File: src/rtl/arb_req_queue.sv
// arb_req_queue
// Four independent per-requester FIFOs that share one output register.
// REQ advertises which FIFOs hold data to an external round-robin arbiter,
// whose one-hot GNT selects the FIFO that refills the output register.
// A malformed (multi-hot) grant is ignored and recorded in the sticky gnt_err.
// Optional feature: define ARB_REQ_QUEUE_STATS_EN to add stat_cnt, four
// wrapping 8-bit pop counters (requester i in bits [8i +: 8]).
module arb_req_queue #(
    parameter int DATA_W = 8,
    parameter int DEPTH  = 4
) (
    input  logic                clk,
    input  logic                rst_n,
    input  logic [3:0]          in_valid,
    input  logic [4*DATA_W-1:0] in_data,
    output logic [3:0]          in_ready,
    output logic [3:0]          REQ,
    input  logic [3:0]          GNT,
    output logic                out_valid,
    output logic [DATA_W-1:0]   out_data,
    output logic [1:0]          out_id,
    input  logic                out_ready,
`ifdef ARB_REQ_QUEUE_STATS_EN
    output logic                gnt_err,
    output logic [31:0]         stat_cnt
`else
    output logic                gnt_err
`endif
);

    // Pointers wrap naturally because DEPTH is a power of two; the count
    // needs one extra bit so that full (DEPTH) and empty (0) stay distinct.
    localparam int PTR_W = $clog2(DEPTH);
    localparam int CNT_W = $clog2(DEPTH + 1);
    localparam logic [CNT_W-1:0] CNT_FULL = CNT_W'(DEPTH);

    // A grant is usable only when exactly one bit is set.
    function automatic logic gnt_is_onehot(input logic [3:0] g);
        return (g != 4'd0) && ((g & (g - 4'd1)) == 4'd0);
    endfunction

    // Binary index of the set grant bit (meaningful only for one-hot grants).
    function automatic logic [1:0] gnt_index(input logic [3:0] g);
        logic [1:0] idx;
        idx = 2'd0;
        for (int i = 0; i < 4; i++) begin
            if (g[i]) idx = 2'(i);
        end
        return idx;
    endfunction

    // FIFO stage state
    logic [DATA_W-1:0] mem_p0    [4][DEPTH];
    logic [PTR_W-1:0]  wr_ptr_p0 [4];
    logic [PTR_W-1:0]  rd_ptr_p0 [4];
    logic [CNT_W-1:0]  cnt_p0    [4];

    // Output stage state
    logic              vld_p1;
    logic [DATA_W-1:0] data_p1;
    logic [1:0]        id_p1;
    logic              gnt_err_q;

    // Per-cycle steering decisions
    logic              gnt_ok;
    logic              gnt_bad;
    logic              out_free;
    logic [1:0]        pop_sel;
    logic [3:0]        pop_vec;
    logic              pop_any;
    logic [3:0]        push_vec;
    logic [DATA_W-1:0] head_word;

    // Flow-control flags depend only on the registered counts.
    always_comb begin
        in_ready = 4'd0;
        REQ      = 4'd0;
        for (int i = 0; i < 4; i++) begin
            in_ready[i] = (cnt_p0[i] != CNT_FULL);
            REQ[i]      = (cnt_p0[i] != '0);
        end
    end

    // Push/pop selection; a grant to an empty FIFO simply pops nothing.
    always_comb begin
        gnt_ok    = gnt_is_onehot(GNT);
        gnt_bad   = (GNT != 4'd0) && !gnt_ok;
        out_free  = !vld_p1 || out_ready;
        pop_sel   = gnt_index(GNT);
        pop_vec   = 4'd0;
        for (int i = 0; i < 4; i++) begin
            pop_vec[i] = out_free && gnt_ok && GNT[i] && REQ[i];
        end
        pop_any   = |pop_vec;
        push_vec  = in_valid & in_ready;
        head_word = mem_p0[pop_sel][rd_ptr_p0[pop_sel]];
    end

    // FIFO storage: written on push, never reset.
    always_ff @(posedge clk) begin
        for (int i = 0; i < 4; i++) begin
            if (push_vec[i]) begin
                mem_p0[i][wr_ptr_p0[i]] <= in_data[i*DATA_W +: DATA_W];
            end
        end
    end

    // FIFO pointers and counts; simultaneous push and pop leave the count alone.
    always_ff @(posedge clk or negedge rst_n) begin
        if (!rst_n) begin
            for (int i = 0; i < 4; i++) begin
                wr_ptr_p0[i] <= '0;
                rd_ptr_p0[i] <= '0;
                cnt_p0[i]    <= '0;
            end
        end else begin
            for (int i = 0; i < 4; i++) begin
                if (push_vec[i]) wr_ptr_p0[i] <= wr_ptr_p0[i] + PTR_W'(1);
                if (pop_vec[i])  rd_ptr_p0[i] <= rd_ptr_p0[i] + PTR_W'(1);
                case ({push_vec[i], pop_vec[i]})
                    2'b10:   cnt_p0[i] <= cnt_p0[i] + CNT_W'(1);
                    2'b01:   cnt_p0[i] <= cnt_p0[i] - CNT_W'(1);
                    default: cnt_p0[i] <= cnt_p0[i];
                endcase
            end
        end
    end

    // Output register: load on pop, drop on consume, hold while stalled.
    always_ff @(posedge clk or negedge rst_n) begin
        if (!rst_n) begin
            vld_p1  <= 1'b0;
            data_p1 <= '0;
            id_p1   <= 2'd0;
        end else if (pop_any) begin
            vld_p1  <= 1'b1;
            data_p1 <= head_word;
            id_p1   <= pop_sel;
        end else if (vld_p1 && out_ready) begin
            vld_p1  <= 1'b0;
        end
    end

    // Sticky malformed-grant flag, cleared only by reset.
    always_ff @(posedge clk or negedge rst_n) begin
        if (!rst_n) begin
            gnt_err_q <= 1'b0;
        end else if (gnt_bad) begin
            gnt_err_q <= 1'b1;
        end
    end

    assign out_valid = vld_p1;
    assign out_data  = data_p1;
    assign out_id    = id_p1;
    assign gnt_err   = gnt_err_q;

`ifdef ARB_REQ_QUEUE_STATS_EN
    logic [7:0] stat_p1 [4];

    // Per-requester pop counters, wrapping 255 -> 0.
    always_ff @(posedge clk or negedge rst_n) begin
        if (!rst_n) begin
            for (int i = 0; i < 4; i++) stat_p1[i] <= 8'd0;
        end else begin
            for (int i = 0; i < 4; i++) begin
                if (pop_vec[i]) stat_p1[i] <= stat_p1[i] + 8'd1;
            end
        end
    end

    assign stat_cnt = {stat_p1[3], stat_p1[2], stat_p1[1], stat_p1[0]};
`endif

endmodule
File: config.mk
export PLATFORM = sky130hd
export DESIGN_NAME = arb_req_queue
export DESIGN_NICKNAME = d
export VERILOG_FILES = /design/src/rtl/arb_req_queue.sv
export SDC_FILE = /design/constraint.sdc
export NUM_CORES = 1
export LEC_CHECK = 0
export BUFFER_PORTS_ARGS = -buffer_cell sky130_fd_sc_hd__buf_2
export CAP_MARGIN = 20
export CORE_ASPECT_RATIO = 1.4
export CORE_MARGIN = 2
export CORE_UTILIZATION = 60
export CTS_BUF_LIST = sky130_fd_sc_hd__clkbuf_8
export DETAILED_ROUTE_END_ITERATION = 16
export PLACE_DENSITY = 0.8
export SYNTH_ARGS = -nofsm -noshare
export SYNTH_HDL_FRONTEND = slang
export SYNTH_SLANG_ARGS = --single-unit
File: constraint.sdc
create_clock -name clk -period 3 [get_ports clk]
set_clock_uncertainty 0.2 [all_clocks]
set_input_delay 0.3 -clock clk [delete_from_list [all_inputs] [get_ports clk]]
set_output_delay 0.3 -clock clk [all_outputs]
set_load 0.005 [all_outputs]
== Yosys cells after proc, flatten, opt, wreduce, memory -nomap -nowiden ==
Memory sizes are Yosys's and may differ from the RTL's.
Cells that the tools add are included.
Widths: inputs -> output; s select.
Storage, ports and cells
  flip-flop bits (word level): 40
  latch bits: 0
  memory bits (writable): 128
  bits in read-only memories: 0
  input port bits: 43
  output and inout bits: 20
  word-level logic and storage cells: 126
  memories: 1
Memories
  mem_p0: words 4, bits a word 32, read ports 1, clocked after memory_dff 0, write ports 4, line 53  | logic [DATA_W-1:0] mem_p0 [4][DEPTH];
Cells by class
  $add $sub $neg: 17
  $mul: 0
  div/mod/pow operators: 0
  $lt $le $gt $ge: 10
  equality and inequality tests: 12
  shifts and indexed selects: 0
  multiplexer cells: 31
  bitwise operators: 8
  reductions and logical operators: 31
Operators by type and width (count)
  $mux 32: 4
  $demux 8 s2: 4
  $mux 8: 6
  $pmux 3 s2: 4
  $ge 3x3->1 const B: 6
  $not 2->3: 6
  $add 2x1->2 const B: 8
  $bmux 8 s2: 1
  $logic_and 1x1->1: 16
  $add 3x1->3 const B: 4
  $lt 3x1->1 const B: 4
  $ne 3x3->1 const B: 4
  $reduce_bool 3->1: 4
  $sub 3x1->3 const B: 4
  $reduce_bool 2->1: 5
  $and 4x4->4: 2
  $eq 2x1->1 const B: 4
  $eq 2x2->1 const B: 4
  $mux 2: 4
  $mux 1: 7
  $bmux 2 s2: 1
  $logic_not 4->1: 1
  $reduce_bool 4->1: 1
  $reduce_or 4->1: 1
  3 further kinds: 4

== Depth between registers and ports, before layout ==
Gate-level depths: netlist (run 1).
  depth in word-level cells: 11
  gate-level depth with buffers: 11
  mapped depth without buffers: 10

== Worst setup path before layout (run 1) ==
Ideal clock, no wire load.
  path kind: input to register
  start point: input GNT[2]
  end point: register cnt_p0[5] (netlist name)
  library setup time: 79 ps
  data arrival time: 2265 ps
  required time: 2721 ps
  setup slack: 456 ps
  stages on the path: 11
  buffers on the path: 1
  cell sequence: buf_6 or3_1 nand2_1 o211ai_2 nor2_1 ha_1 inv_1 fa_1 xor2_1 nor2_1 xor2_1
On the way
  word-level cells in the longest chain between the ends: 9
  elaborated cells between the ends (all ways): 12
  classes of those cells: add/sub (1); eq/ne (2); mux (1); bitwise (1); reduce/logical (7)
Ends and longest elaborated chain
  from (decl): line 18  | input logic [3:0] GNT,
  $sub 4x1->4: line 39  | return (g != 4'd0) && ((g & (g - 4'd1)) == 4'd0);
  $and 4x4->4: line 39
  $logic_not 4->1: line 39
  $logic_and 1x1->1: line 39
  $logic_and 1x1->1: line 92  | pop_vec[i] = out_free && gnt_ok && GNT[i] && REQ[i];
  $logic_and 1x1->1 (*) (2 in a row): line 92
  via pop_vec[2]: line 69  | logic [3:0] pop_vec;
  $eq 2x1->1 / $eq 2x2->1 (equally long branches): line 120  | case ({push_vec[i], pop_vec[i]})
  $pmux 3 s2 / $reduce_bool 2->1 (equally long branches)
  to (signal, indexed assignment): line 121  | 2'b10: cnt_p0[i] <= cnt_p0[i] + CNT_W'(1);
  to (signal, indexed assignment): line 122  | 2'b01: cnt_p0[i] <= cnt_p0[i] - CNT_W'(1);
  to (signal, indexed assignment): line 123  | default: cnt_p0[i] <= cnt_p0[i];
  to (decl): line 56  | logic [CNT_W-1:0] cnt_p0 [4];
The timed path passes the listed nets; every way through them passes the cells marked *.
A chain may end at the register's enable or synchronous reset.

== Final worst setup path (run 1) ==
  start point: input GNT[0]
  end point: register cnt_p0[11] (netlist name)
Same word-level chain as after synthesis.

==> reports/results.ini, run 1 <==
[critical_path]
critical_path_required_ns = 3.16
path_class = in2reg
crit_arrival_ns = 2.96
worstSetupStartpointType = input port
critPathCaptureType = register
r2r-start = cnt_p0[9]
crit_path_start = GNT[0]
crit_fanout = 6

[placed_design]
gp_congestion = 0.843
io_buffers = 62
dpl_worst_slack_ns = 0.155
hpwlAfterDp_um = 10400
dp.cells = 640

[final_layout]
finalNonFillerCells = 707
area_growth_pct = 17.0
diodes = 0
final_core_util_pct = 71.0
drive_gt1_share_pct = 24.6
nets = 614

[worst_hold_path]
hold_path.class = in2reg
hp-start = in_valid[3]

[synth]
ys_warn_count = 0
synth_top_area_share_pct = 54.1
synth_seq_cells = 168
ys_top_cells_by_area = edfxtp_1, dfrtp_1, mux2_2
synth.most_common_cell = edfxtp_1
synth.net_count = 507
synth_cells = 440
async_flop_share_pct = 23.8
yosys.area.top_type = edfxtp_1
syn-cell-area_um2 = 7100
synth_flop_cell = edfxtp_1
syn_avg_cell_area_um2 = 16.1
synth_edf_count = 128
synthTopCellsByCount = edfxtp_1, dfrtp_1, inv_1, a222oi_1
ys_types = 39
yosysSeqAreaShare_pct = 68.2

[outcome]
status = finished, final reports clean

[global_route]
track_usage_pct = 25.9
grt_pass1_vias = 4356
overflow = 0
grt_pass1_wl_um = 23400
grt_max_degree = 41
antenna_found_initial = 0

[job]
maxCapViolations = 0

[clock_network]
cts_setup_buffers = 0
cts.sinks = 168
clk_path_buf_depth = 2
tritoncts = yes
cts_root_buf = clkbuf_8
htreeDepth = 4
clkTransAtPathRegs_ns = 0.08
insertion_delay_ns = 0.45
numCtsBuffers = 17

[floorplan]
io_pins = 63
die_w_um = 96.0
coreArea_um2 = 11700
die_h_um = 133
initial_core_util_pct = 60.7
rows = 47
fp.dieArea_um2 = 12700

[power]
p_per_area_nw_per_um2 = 822
ir_worst_vdd_mv = 0.538
p_leak_nw = 3.24

[sta]
min_period_ns = 2.80
hold_viol = 0
rsz0062_at_grt = no
setup_violations = 0
worst_pin_slew_ns = 0.958
min_period_over_period_pct = 93.3
maxSlewHeadroom_pct = 36.1
slew_viol_final = 0
whs_ns = 0.0876
max_freq_mhz = 357
setup_slack_ns = 0.202
fin_setup_tns_ns = 0

[route]
drtPass1Iterations = 7
routedWlPerCell_um = 21.7
vias = 4196
wirelength_um = 15300
ant_nets = 0
avgViaCountPerCell = 5.93
drt_iter0_drc = 429
drc = 0

-- stage by stage --
stage | instance area, µm² | total power [mW]
4_1_cts | 8310 | 6.87
5_1_grt | 8310 | 7.22
3_5_place_dp | 7560 | 5.24
2_1_floorplan | 7100 | 4.59
3_3_place_gp | 7560 | 5.12
6_report | 8310 | 6.83
-- worst paths after layout --
| kind | endpoint | slack, ns | cells past startpoint |
|---|---|---|---|
| worst min register to register | rd_ptr_p0[1] | 0.28 | 1 |
| min in group asynchronous | out_data[4] | 0.32 | 2 |
| worst min-delay path | wr_ptr_p0[1] | 0.09 | 3 |
| max in group asynchronous | rd_ptr_p0[3] | 1.66 | 2 |
| worst max-delay path | cnt_p0[11] | 0.20 | 12 |
| worst max register to register | cnt_p0[11] | 0.55 | 10 |
-- kinds of logic (layout without fill, tap and decap cells) --
| family | Yosys count | in the layout | share of synthesized area [%] |
|---|---|---|---|
| AND/OR/NAND/NOR | 69 | 69 | 5.06 |
| AO/OA/AOI/OAI | 48 | 48 | 6.22 |
| adder cells (fa/ha/maj) | 25 | 25 | 4.79 |
| XOR/XNOR | 25 | 25 | 3.08 |
| flip-flops | 168 | 168 | 68.2 |
| buffers and inverters | 50 | 170 | 3.17 |
| multiplexers | 55 | 55 | 9.46 |
-- area by class of cell --
cell class / count / area, µm²
clock buffer: 17 / 234
clock inverter: 15 / 164
fill: 772 / 3390
inverter: 33 / 124
multi-input combinational: 222 / 2040
sequential: 168 / 4840
tap: 147 / 184
timing repair buffer: 105 / 721
-- metal layers --
metal  GRT usage [%]  up-vias  part of all wire, %
met5               0        -                    0
met4            11.9        0                  3.9
met3            5.75       29                  5.5
met2            44.7      185                   54
met1            30.2     2080                   37
li1                -     1902                    -
-- registers in the layout, summed over array words and instances, names as in the netlist --
register,cells
cnt_p0,12
out_id,2
gnt_err,1
mem_p0,128
out_data,8
wr_ptr_p0,8
rd_ptr_p0,8
out_valid,1
-- worst max-delay path, stage by stage --
cell and delay, ns:
dlygate4sd3_1 0.53, buf_2 0.16, or3_1 0.33, nand2_1 0.12, o211ai_2 0.18, nor2_1 0.23, ha_1 0.22, inv_1 0.07
fa_1 0.38, xor2_1 0.15, nor2_1 0.12, xor2_1 0.17
-- what timing repair did --
item,CTS,global route
gates resized for setup,0,1
hold endpoints to repair,170,0
hold buffers,35,0
endpoints found under the setup margin,0,1
-- report_power, final --
group / leakage, nW / switching, mW / total [mW] / internal [mW]
logic: 1.40 / 1.04 / 1.80 / 0.764
registers: 1.64 / 0.270 / 3.43 / 3.16
clock network: 0.197 / 0.787 / 1.60 / 0.810
-- placed cells by master, fill, tap and decap left out, drive strengths merged, types with 4 or more instances in the layout --
cell type	instances
inv	34
clkbuf	17
mux2i	21
xnor2	13
o21ai	9
nand3	4
mux2	27
edfxtp	128
buf	70
clkinvlp	4
nand2	23
a222oi	25
ha	20
dfrtp	40
nor2	8
dlygate4sd3	35
and2	4
o221ai	7
mux4	7
fa	4
or3	6
and3	16
xor2	12
clkinv	7
(Power assumes the default switching activity.)
==> run 2: changes to the inputs <==
- PLACE_DENSITY: 0.8 -> 0.79
==> run 2 against run 1 <==
Compared with the run above:
- critical path depth unchanged
- highest routed layer unchanged
- sequential share of layout area about the same
- register-to-register slack improved by 0.09 ns
- combinational power about the same
- die area is the same
- maximum frequency is 1.2% lower
- worst hold slack got worse by 0.010 ns
- core utilization about the same
- total power is 1.6% lower
- critical path type unchanged
- sequential power is essentially flat
==> reports/results.ini, run 2 (synthesized netlist as in run 1, its figures left out) <==
[final_layout]
drive_gt1_share_pct = 24.2  ; -0.49 points
largest_reg_flops = 128  ; unchanged
area_growth_pct = 17.1  ; about the same
finalNonFillerCells = 710  ; +0.42%
final_common_cell = edfxtp_1
nets = 617  ; +0.49%
diodes = 0  ; unchanged
fillers = 772  ; unchanged
most-common-layout-cells = edfxtp_1, buf_2, dfrtp_1

[clock_network]
tritoncts = yes
clkTransAtPathRegs_ns = 0.08  ; about the same
numCtsBuffers = 17  ; unchanged
clk_path_buf_depth = 2  ; unchanged
cts.sinks = 168  ; unchanged
htreeDepth = 4  ; unchanged
cts_root_buf = clkbuf_8
insertion_delay_ns = 0.45  ; about the same
cts_resized = 0  ; unchanged

[sta]
setup_violations = 0  ; unchanged
setup_slack_ns = 0.169  ; -0.0332 ns
max_freq_mhz = 353  ; -1.2%
fin_setup_tns_ns = 0  ; unchanged
rsz0062_at_grt = no
min_period_ns = 2.83  ; +0.0332 ns
min_period_over_period_pct = 94.4  ; +1.1 points
worst_pin_slew_ns = 0.536  ; -0.422 ns
hold_viol = 0  ; unchanged
maxSlewHeadroom_pct = 64.2  ; +28 points
slew_viol_final = 0  ; unchanged

[route]
drtPass1Iterations = 9  ; +2
drc = 0  ; unchanged
avgViaCountPerCell = 5.84  ; -1.7%
ant_nets = 0  ; unchanged
routedWlPerCell_um = 21.2  ; -2.3%
vias = 4144  ; -1.2%
drt_iter0_drc = 420  ; -2.1%
wirelength_um = 15000  ; -1.9%

[power]
p_per_area_nw_per_um2 = 809  ; -1.6%
p_leak_nw = 3.25  ; +0.48%
ir_worst_vdd_mv = 0.489  ; -9.0%
power.share.clock_pct = 22.2  ; -1.2 points
switching_share_pct = 30.6  ; -0.10 points
switching_power_mw = 2.06  ; -1.9%
combPwrFrac_pct = 26.7  ; +0.3 points
p_seq_share_pct = 51.1  ; +0.9 points
p_int_mw = 4.67  ; -1.4%

[floorplan]
fp.dieArea_um2 = 12700  ; unchanged
coreArea_um2 = 11700  ; unchanged
die_w_um = 96.0  ; unchanged
die_h_um = 133  ; unchanged
rows = 47  ; unchanged
io_pins = 63  ; unchanged
initial_core_util_pct = 60.7  ; unchanged

[global_route]
grtUsageMet1_pct = 29.4  ; -0.78 points
grt_max_degree = 41  ; unchanged
met3_usage_pct = 5.64  ; -0.11 points
grt_util_met2_pct = 43.5  ; -1.2 points
antenna_found_initial = 0  ; unchanged
grt_pass1_vias = 4383  ; +0.62%
top_usage_layer = met2
overflow = 0  ; unchanged
grt_pass1_wl_um = 22900  ; -1.9%
track_usage_pct = 25.4  ; -0.50 points

[critical_path]
critical_path_required_ns = 3.17  ; about the same
path_class = in2reg
crit_arrival_ns = 3.00  ; +0.04 ns
worstSetupStartpointType = input port
crit_fanout = 6  ; unchanged
critPathCaptureType = register

[job]
maxCapViolations = 0  ; unchanged

[placed_design]
hpwlAfterDp_um = 10200  ; -0.99%
dpl_worst_slack_ns = 0.172  ; +0.0169 ns
io_buffers = 62  ; unchanged
dp.cells = 641  ; +0.16%
gp_congestion = 0.763  ; -9.5%

[outcome]
status = finished, final reports clean

[worst_hold_path]
hold_path.class = in2reg

==> run 2: repair_timing <==
action | 4_1_cts | 5_1_grt
hold buffers | 35 | 1
buffers inserted | 0 | 0
endpoints found under the hold margin | 170 | 3
==> run 2: layout make-up <==
class / count / area, µm² / area share (%)
Inverter: 33 / 124 / 1.49
Tap cell: 147 / 184 / 2.21
Clock inverter: 14 / 120 / 1.44
Sequential cell: 168 / 4840 / 58.3
Timing Repair Buffer: 108 / 758 / 9.12
Multi-Input combinational cell: 222 / 2030 / 24.5
Clock buffer: 18 / 248 / 2.98
==> run 2: worst paths after layout <==
path                               from      endpoint  slack (ns)  cells past startpoint
max in group asynchronous         rst_n   out_data[2]        1.62                      4
hold reg to reg            rd_ptr_p0[5]  rd_ptr_p0[5]        0.28                      1
setup reg to reg              out_valid     cnt_p0[5]        0.64                      9
min in group asynchronous         rst_n   out_data[3]        0.53                      3
setup / recovery                 GNT[0]     cnt_p0[5]        0.17                     12
hold / removal                   GNT[1]       gnt_err        0.08                      4
==> run 2: through the flow <==
| stage | area (µm²) | hold slack, ns | util, % | power, mW |
|---|---|---|---|---|
| after floorplan | 7100 | -0.196 | - | 4.59 |
| after global placement | 7560 | 0.247 | 64.6 | 5.12 |
| after detailed placement | 7560 | 0.260 | 64.6 | 5.25 |
| after CTS | 8280 | 0.0610 | 70.8 | 6.76 |
| after global routing | 8310 | 0.0911 | 71.0 | 7.09 |
| final | 8310 | 0.0773 | 71.0 | 6.72 |
==> run 2: power by group through the flow <==
| stage | logic (mW) | registers [mW] | clock network [mW] |
|---|---|---|---|
| final | 1.80 | 3.43 | 1.49 |
| after global routing | 1.99 | 3.50 | 1.61 |
| after CTS | 1.82 | 3.44 | 1.51 |
| after detailed placement | 1.77 | 3.48 | 0 |
| after global placement | 1.67 | 3.44 | 0 |
| after floorplan | 1.19 | 3.41 | 0 |
==> run 2: routing by layer <==
metal | up-vias | part of all wire, %
met5 | - | 0
met4 | 0 | 4.0
met3 | 36 | 5.0
met2 | 159 | 54
met1 | 2050 | 37
li1 | 1899 | -
==> run 2: critical path, cell delays in order <==
cell and delay [ns]:
dlygate4sd3_1 0.54, buf_2 0.16, or3_1 0.33, nand2_1 0.13, o211ai_2 0.18, nor2_1 0.26
ha_1 0.24, inv_1 0.07, fa_1 0.38, xor2_1 0.15, nor2_1 0.11, xor2_1 0.16
